[src/rtl/dff_sipo_deserializer_pkg.sv]
// Shared types and sizing helpers for the start-framed serial-to-parallel deserializer.
package dff_sipo_pkg;

    typedef enum logic [0:0] {IDLE, SHIFT} sipo_state_t;

    localparam int SIPO_DEFAULT_WIDTH = 8;

    // Bit counter width: must hold values 0..width.
    function automatic int cnt_w(input int width);
        return $clog2(width + 1);
    endfunction

endpackage

[src/rtl/dff_sipo_deserializer_if.sv]
// Serial input, parallel valid/ready output and status pulses of the deserializer.
interface dff_sipo_deserializer_if
    import dff_sipo_pkg::*;
#(
    parameter int WIDTH = SIPO_DEFAULT_WIDTH
);
    logic             sin;
    logic             sin_valid;
    logic             sin_start;
    logic [WIDTH-1:0] dout;
    logic             dout_valid;
    logic             dout_ready;
    logic             busy;
    logic             overrun;
    logic             frame_err;

    // master: serial source plus word consumer; slave: the deserializer
    modport master (
        output sin, sin_valid, sin_start, dout_ready,
        input  dout, dout_valid, busy, overrun, frame_err
    );

    modport slave (
        input  sin, sin_valid, sin_start, dout_ready,
        output dout, dout_valid, busy, overrun, frame_err
    );
endinterface

[src/rtl/dff_sipo_deserializer_out_stage.sv]
// Single-word holding register with valid/ready handshake; flags words dropped while stalled.
module sipo_out_stage
    import dff_sipo_pkg::*;
#(
    parameter int WIDTH = SIPO_DEFAULT_WIDTH
) (
    input  logic             clk,
    input  logic             rst,
    input  logic             word_done,
    input  logic [WIDTH-1:0] word_in,
    input  logic             dout_ready,
    output logic [WIDTH-1:0] dout,
    output logic             dout_valid,
    output logic             overrun
);
    logic [WIDTH-1:0] dout_reg;
    logic             valid_reg;
    logic             overrun_reg;
    logic             accept;
    logic             can_load;

    assign accept   = valid_reg && dout_ready;
    // The register is free if empty or being drained in this very cycle.
    assign can_load = !valid_reg || dout_ready;

    always_ff @(posedge clk) begin
        if (rst) begin
            dout_reg    <= '0;
            valid_reg   <= 1'b0;
            overrun_reg <= 1'b0;
        end else begin
            overrun_reg <= word_done && !can_load;
            if (word_done && can_load) begin
                dout_reg  <= word_in;
                valid_reg <= 1'b1;
            end else if (accept) begin
                valid_reg <= 1'b0;
            end
        end
    end

    assign dout       = dout_reg;
    assign dout_valid = valid_reg;
    assign overrun    = overrun_reg;
endmodule

[src/rtl/dff_sipo_deserializer.sv]
// Start-qualified serial-to-parallel deserializer: framing FSM, bit counter and shift register
// feeding a one-word output holding stage.
module dff_sipo_deserializer
    import dff_sipo_pkg::*;
#(
    parameter int WIDTH     = SIPO_DEFAULT_WIDTH,
    parameter bit MSB_FIRST = 1'b1
) (
    input  logic                    clk,
    input  logic                    rst,
    dff_sipo_deserializer_if.slave  bus
);
    localparam int CW = cnt_w(WIDTH);
    localparam logic [CW-1:0] LAST_CNT = CW'(WIDTH - 1);

    sipo_state_t      state_reg, state_next;
    logic [CW-1:0]    count_reg, count_next;
    logic [WIDTH-1:0] shift_reg, shift_next;
    logic [WIDTH-1:0] shifted;
    logic [WIDTH-1:0] first_word;
    logic             frame_err_reg, frame_err_next;
    logic             word_done;
    logic             start_bit;

    assign start_bit = bus.sin_valid && bus.sin_start;

    // shifted: current contents with sin appended; first_word: sin alone as the frame's first bit
    genvar gi;
    generate
        for (gi = 0; gi < WIDTH; gi++) begin : g_bit
            if (MSB_FIRST) begin : g_msb
                if (gi == 0) begin : g_ins
                    assign shifted[gi]    = bus.sin;
                    assign first_word[gi] = bus.sin;
                end else begin : g_mov
                    assign shifted[gi]    = shift_reg[gi-1];
                    assign first_word[gi] = 1'b0;
                end
            end else begin : g_lsb
                if (gi == WIDTH - 1) begin : g_ins
                    assign shifted[gi]    = bus.sin;
                    assign first_word[gi] = bus.sin;
                end else begin : g_mov
                    assign shifted[gi]    = shift_reg[gi+1];
                    assign first_word[gi] = 1'b0;
                end
            end
        end
    endgenerate

    always_ff @(posedge clk) begin
        if (rst) begin
            state_reg     <= IDLE;
            count_reg     <= '0;
            shift_reg     <= '0;
            frame_err_reg <= 1'b0;
        end else begin
            state_reg     <= state_next;
            count_reg     <= count_next;
            shift_reg     <= shift_next;
            frame_err_reg <= frame_err_next;
        end
    end

    always_comb begin
        state_next     = state_reg;
        count_next     = count_reg;
        shift_next     = shift_reg;
        frame_err_next = 1'b0;
        word_done      = 1'b0;
        case (state_reg)
            IDLE: begin
                if (start_bit) begin
                    shift_next = first_word;
                    count_next = CW'(1);
                    state_next = SHIFT;
                end
            end
            SHIFT: begin
                if (start_bit) begin
                    // Restart: the partial frame is thrown away.
                    frame_err_next = 1'b1;
                    shift_next     = first_word;
                    count_next     = CW'(1);
                end else if (bus.sin_valid) begin
                    shift_next = shifted;
                    if (count_reg == LAST_CNT) begin
                        count_next = '0;
                        state_next = IDLE;
                        word_done  = 1'b1;
                    end else begin
                        count_next = count_reg + CW'(1);
                    end
                end
            end
            default: begin
                state_next = IDLE;
                count_next = '0;
            end
        endcase
    end

    logic [WIDTH-1:0] dout_w;
    logic             dout_valid_w;
    logic             overrun_w;

    sipo_out_stage #(.WIDTH(WIDTH)) u_out (
        .clk        (clk),
        .rst        (rst),
        .word_done  (word_done),
        .word_in    (shift_next),
        .dout_ready (bus.dout_ready),
        .dout       (dout_w),
        .dout_valid (dout_valid_w),
        .overrun    (overrun_w)
    );

    assign bus.dout       = dout_w;
    assign bus.dout_valid = dout_valid_w;
    assign bus.overrun    = overrun_w;
    assign bus.busy       = (state_reg == SHIFT);
    assign bus.frame_err  = frame_err_reg;
endmodule

[src/flat_wrapper.sv]
// flat-port wrapper written by rule: the top's interface ports become plain ports
module dff_sipo_deserializer_flat import dff_sipo_pkg::*;
#(
    parameter int WIDTH     = SIPO_DEFAULT_WIDTH,
    parameter bit MSB_FIRST = 1'b1
)
  (clk, rst, bus_sin, bus_sin_valid, bus_sin_start, bus_dout_ready, bus_dout, bus_dout_valid, bus_busy, bus_overrun, bus_frame_err);
  dff_sipo_deserializer_if #(.WIDTH(WIDTH)) bus_i ();
  input  logic clk;
  input  logic rst;
  input wire logic [$bits(bus_i.sin)-1:0] bus_sin;
  input wire logic [$bits(bus_i.sin_valid)-1:0] bus_sin_valid;
  input wire logic [$bits(bus_i.sin_start)-1:0] bus_sin_start;
  input wire logic [$bits(bus_i.dout_ready)-1:0] bus_dout_ready;
  output wire logic [$bits(bus_i.dout)-1:0] bus_dout;
  output wire logic [$bits(bus_i.dout_valid)-1:0] bus_dout_valid;
  output wire logic [$bits(bus_i.busy)-1:0] bus_busy;
  output wire logic [$bits(bus_i.overrun)-1:0] bus_overrun;
  output wire logic [$bits(bus_i.frame_err)-1:0] bus_frame_err;
  assign bus_i.sin = bus_sin;
  assign bus_i.sin_valid = bus_sin_valid;
  assign bus_i.sin_start = bus_sin_start;
  assign bus_i.dout_ready = bus_dout_ready;
  assign bus_dout = bus_i.dout;
  assign bus_dout_valid = bus_i.dout_valid;
  assign bus_busy = bus_i.busy;
  assign bus_overrun = bus_i.overrun;
  assign bus_frame_err = bus_i.frame_err;
  dff_sipo_deserializer #(.WIDTH(WIDTH), .MSB_FIRST(MSB_FIRST)) u_core (.clk(clk), .rst(rst), .bus(bus_i));
endmodule
[config.mk]
export PLATFORM = sky130hd
export DESIGN_NAME = dff_sipo_deserializer_flat
export DESIGN_NICKNAME = d
export VERILOG_FILES = /design/src/rtl/dff_sipo_deserializer_pkg.sv /design/src/rtl/dff_sipo_deserializer_if.sv /design/src/rtl/dff_sipo_deserializer_out_stage.sv /design/src/rtl/dff_sipo_deserializer.sv /design/src/flat_wrapper.sv
export SDC_FILE = /design/constraint.sdc
export NUM_CORES = 1
export LEC_CHECK = 0
export CELL_PAD_IN_SITES_DETAIL_PLACEMENT = 1
export CELL_PAD_IN_SITES_GLOBAL_PLACEMENT = 1
export CORE_UTILIZATION = 39
export CTS_BUF_LIST = sky130_fd_sc_hd__clkbuf_16
export DETAILED_ROUTE_END_ITERATION = 12
export GPL_ROUTABILITY_DRIVEN = 1
export HOLD_SLACK_MARGIN = 0.02
export PLACE_DENSITY = 0.82
export SLEW_MARGIN = 20
export SYNTH_ARGS = -nofsm -noshare
export SYNTH_HDL_FRONTEND = slang
export SYNTH_HIERARCHICAL = 1
export SYNTH_SLANG_ARGS = --single-unit
[constraint.sdc]
create_clock -name clk -period 1.55 [get_ports clk]
set_input_delay 0.31 -clock clk [delete_from_list [all_inputs] [get_ports clk]]
set_output_delay 0.31 -clock clk [all_outputs]
set_load 0.02 [all_outputs]
# Word level (Yosys, flattened, before mapping)
# Cells that the tools add are included.
# word_totals
regBits	24
word_cells	42
# classes
add_sub_neg	1
eq_ne	3
muxes	20
n_bitwise	1
reduce_logical	10
# op_table
cell	n
$mux W8	3
$mux W4	4
$pmux W8 S2	1
$mux W1	10
$pmux W4 S2	1
$add A4 B1 Y4 const B	1
$eq A4 B3 Y1 const B	1
$logic_and A1 B1 Y1	4
$ne A3 B3 Y1 const B	1
$logic_not A1 Y1	2
$ne A2 B1 Y1 const B	1
$pmux W1 S2	1
$reduce_and A2 Y1	1
$reduce_bool A2 Y1	1
$reduce_or A2 Y1	1
$logic_or A1 B1 Y1	1
$not A1 Y1	1

# Longest topological paths before layout
# depth
depth_word	7
mapped_depth	7

# Hierarchy
# The synthesis kept the hierarchy.
# modules_own_cells
mod	instances	cells_each	area_each_um2	seq_area_each_um2
dff_sipo_deserializer	1	90	703.2	280.3
sipo_out_stage	1	41	436.7	200.2

# Worst setup path before layout
# OpenSTA, ideal clock, no wires.
# synth_path
kind	register to register
start	register u_core.state_reg (netlist: u_core/bus.busy)
end	register u_core.u_out.dout_reg[1] (netlist: u_core/u_out/dout[1])
arrival_time_ps	1264
setup_slack_ps	214
stages_incl_launch_ff	8
path_buffers	2
synth_period_minus_slack_ps	1336
cell_sequence	dfxtp_1 > buf_2 > buf_2 > nand3_1 > a21o_1 > nand2_1 > nand2b_1 > mux2i_1
# synth_via
elab_chain_len	2
elab_cells_between_ends	4
classes_between	mux: 2; bitwise: 1; reduce/logical: 1
# synth_lines
element	line_no	text
from (decl)	dff_sipo_deserializer.sv:16	sipo_state_t state_reg, state_next;
from (signal assigned)	dff_sipo_deserializer.sv:58	state_reg <= state_next;
$not A1 Y1	dff_sipo_deserializer.sv:71	case (state_reg)
$pmux W8 S2 *	dff_sipo_deserializer.sv:71	
net u_core.shift_next[1]	dff_sipo_deserializer.sv:18	logic [WIDTH-1:0] shift_reg, shift_next;
to (signal assigned)	dff_sipo_deserializer_out_stage.sv:34	dout_reg <= word_in;
to (decl)	dff_sipo_deserializer_out_stage.sv:16	logic [WIDTH-1:0] dout_reg;
# Mark *: on every way through the listed nets, which the timed path passes. The rest lies on a longest branch.
# A chain may end at the register's enable or synchronous reset.

# Worst setup path in the final report
# layout_path
start	register u_core.u_out.dout_reg[5] (netlist: u_core/u_out/dout[5])
end	output bus_dout[5]
# layout_rtl
element	line_no	text
to (decl)	flat_wrapper.sv:15	output wire logic [$bits(bus_i.dout)-1:0] bus_dout;
# No word-level cell between the ends.

==> flow_metrics.env <==
export IMPL_min_delay_start="u_core/u_out/dout[7]"
export IMPL_grt_use_met1=0.210
export IMPL_antenna_found_initial=0
export IMPL_grt_use_met2=0.362
export IMPL_num_antenna_cells=0
export IMPL_synth_warnings=6
export IMPL_tightestPinTransition_ns=0.277
export IMPL_setup_viol=0
export IMPL_layout_nets=165
export IMPL_fillers=323
export IMPL_coreArea_um2=2760
export IMPL_synth_edf_count=0
export IMPL_multi_input_area_um2=639
export IMPL_grt_pass1_wl_um=4840
export IMPL_drc=0
export IMPL_antenna_left=0
export IMPL_arrival_ns=1.21
export IMPL_viasPerCell=5.48
export IMPL_drv_slew=0
export IMPL_reg2reg_to="u_core/u_out/dout[5]"
export IMPL_fp_dieArea_um2=3140
export IMPL_dp_cells=184
export IMPL_fin_skew_ns=0.00208
export IMPL_numPortBuffers=17
export IMPL_post_route_min_period_ns=1.52
export IMPL_grtUsageTotal=0.194
export IMPL_synthTopCellsByCount="dfxtp_1 (24), nand2b_1 (23), nand2_1 (19)"
export IMPL_fmax_mhz=658
export IMPL_final_cells=188
export IMPL_worstPathMaxFanout=2
export IMPL_critPathTopFamily="buffers and inverters"
export IMPL_critPathMaxStageDelay_ns=0.61
export IMPL_hp_class="reg2reg"
export IMPL_vdd_ir_drop_max_v=0.00101
export IMPL_syn2layout_area_growth_pct=34.2
export IMPL_synth_most_common_cell="dfxtp_1"
export IMPL_grt_max_degree=33
export IMPL_synth_cell_types=26
export IMPL_cts_tree="yes"
export IMPL_numCtsBuffers=3
export IMPL_endpoint_kind="primary output"
export IMPL_startpoint_type="flop"
export IMPL_clk_pin_slew_ns=0.06
export IMPL_avgRoutedWirePerCell_um=15.1
export IMPL_cp_slowest_cell="clkdlybuf4s50_1"
export IMPL_holdPathEnd="u_core/u_out/dout[7]"
export IMPL_cts_sinks=24
export IMPL_rrSetupSlack_ns=0.09
export IMPL_holdPathStages=2
export IMPL_first_pass_iters=4
export IMPL_setup_worst_path_class="reg2out"
export IMPL_rsz0062_at_grt="no"
export IMPL_avgSynthCellArea_um2=8.70
export IMPL_reg2reg_from="u_core/count_reg[0]"
export IMPL_fp_dieH_um=56.1
export IMPL_insertion_delay_ns=0.26
export IMPL_ff2ff_path_depth=6
export IMPL_drive_above_1_share=0.159
export IMPL_cts_hold_buf=0
export IMPL_ctsRootBufferMaster="clkbuf_16"
export IMPL_synth_top_cell_area_share=0.422
export IMPL_hold_viol=0
export IMPL_setup_slack_ns=0.0296
export IMPL_num_rows=19
export IMPL_grt_pass1_vias=1066
export IMPL_powerDensity_nw_per_um2=849
export IMPL_path_cells="clkdlybuf4s50_1"
export IMPL_boundaryPins=18
export IMPL_ys_ff_latch=24
export IMPL_grt_use_met3=0.0558
export IMPL_ys_seq_area_frac=0.422
export IMPL_cts_path_max_buffers=2
export IMPL_overflow=0
export IMPL_maxSlewHeadroom=0.813
export IMPL_synth_ff_type="dfxtp_1"
export IMPL_dpl_hpwl_um=1980
export IMPL_min_period_over_period=0.981
export IMPL_wl_um=2840
export IMPL_h_tree_depth=1
export IMPL_yosysTopAreaCell="dfxtp_1"
export IMPL_syn_num_nets=138
export IMPL_chipWidth_um=56.1
export IMPL_cap_violations=0
export IMPL_p_leak_uw=0.000547
export IMPL_start_util=0.413
export IMPL_place_worst_setup_slack_ns=-0.279
export IMPL_syn_inst=131
export IMPL_path_buf_inv=1
export IMPL_grt_busiest_layer="met2"
export IMPL_synthesis_area_um2=1140
export IMPL_cp_required_ns=1.24
export IMPL_vias=1030
export IMPL_synthTopCellsByArea="dfxtp_1 (42%), nand2b_1 (13%), mux2i_1 (7.0%)"
export IMPL_seq_area_um2=485
export IMPL_drt_iter0_markers=26
export IMPL_status="finished, final reports clean"
export IMPL_synth_async_reset_ratio=0
export IMPL_globalplace_congestion=0.791
report_power, final:
| group | total (µW) | switching (µW) | internal, µW |
|---|---|---|---|
| clock network | 562 | 218 | 345 |
| registers | 632 | 8.65 | 623 |
| logic | 104 | 53.0 | 51.1 |
metrics by stage:
stage                     hold WS, ns  setup TNS, ns  utilization  instance area, µm²  total power [µW]
after floorplan                 0.379              0            -                1140               695
after global placement          0.461          -1.91        0.517                1430               745
after detailed placement        0.474          -3.15        0.517                1430               749
after CTS                       0.483              0        0.545                1500              1310
after global routing            0.495              0        0.555                1530              1350
final                           0.480              0        0.555                1530              1300
routing by layer:
| metal | wire, µm | share of wire |
|---|---|---|
| met1 | 1200 | 0.42 |
| met2 | 1520 | 0.53 |
| met4 | 33 | 0.012 |
| met3 | 87 | 0.031 |
| met5 | 0 | 0 |
logic make-up after synthesis:
| kind of cell | count (synthesis) | share of synthesized area |
|---|---|---|
| compound gates | 25 | 0.133 |
| fa+ha+maj | 1 | 0.0110 |
| buf+inv | 9 | 0.0406 |
| flops | 24 | 0.422 |
| mux | 9 | 0.0801 |
| simple gates | 63 | 0.314 |
timing repair:
item	4_1_cts	5_1_grt
gates cloned	0	0
buffers inserted	0	0
endpoints found under the setup margin	6	8
gates resized for setup	6	6
pin swaps	1	1
tightest hold or removal path: stages (launching register included):
cell	delay [ns]
dfxtp_1	0.31
nand2b_1	0.07
mux2i_1	0.06
cells in the final DEF, fill, tap and decap left out, types with 2 or more instances in the layout:
cell | synthesis | final
clkbuf_16 | 0 | 3
clkinv_1 | 1 | 2
nand3b_1 | 3 | 3
o21ai_0 | 3 | 3
a21oi_1 | 12 | 12
nand2b_1 | 23 | 23
buf_12 | 0 | 2
buf_4 | 0 | 10
clkdlybuf4s50_1 | 0 | 13
nand2_1 | 19 | 19
dlygate4sd2_1 | 0 | 4
a31oi_1 | 2 | 2
a21o_1 | 7 | 7
nand4b_1 | 2 | 2
dfxtp_1 | 24 | 22
nand3_1 | 8 | 8
mux2i_1 | 8 | 7
worst max-delay path by stage:
stage | start | to | depth (start not counted)
4_1_cts | u_core/u_out/dout[5] | bus_dout[5] | 1
5_1_grt | u_core/u_out/dout[6] | bus_dout[6] | 1
6_report | u_core/u_out/dout[5] | bus_dout[5] | 1
3_3_place_gp | bus_sin_start | u_core/u_out/dout[0] | 5
3_5_place_dp | bus_sin_start | u_core/u_out/dout[5] | 6
2_1_floorplan | u_core/bus.busy | u_core/u_out/dout[1] | 7
cell type report:
| cell class | instances | area share |
|---|---|---|
| clock inverters | 1 | 0.00245 |
| multi-input cells | 98 | 0.418 |
| inverters | 2 | 0.00491 |
| clock buffers | 3 | 0.0491 |
| flip-flops and latches | 24 | 0.317 |
| well taps | 31 | 0.0253 |
| repair buffers | 29 | 0.183 |
No activity file was read; power rests on OpenSTA's default activity.
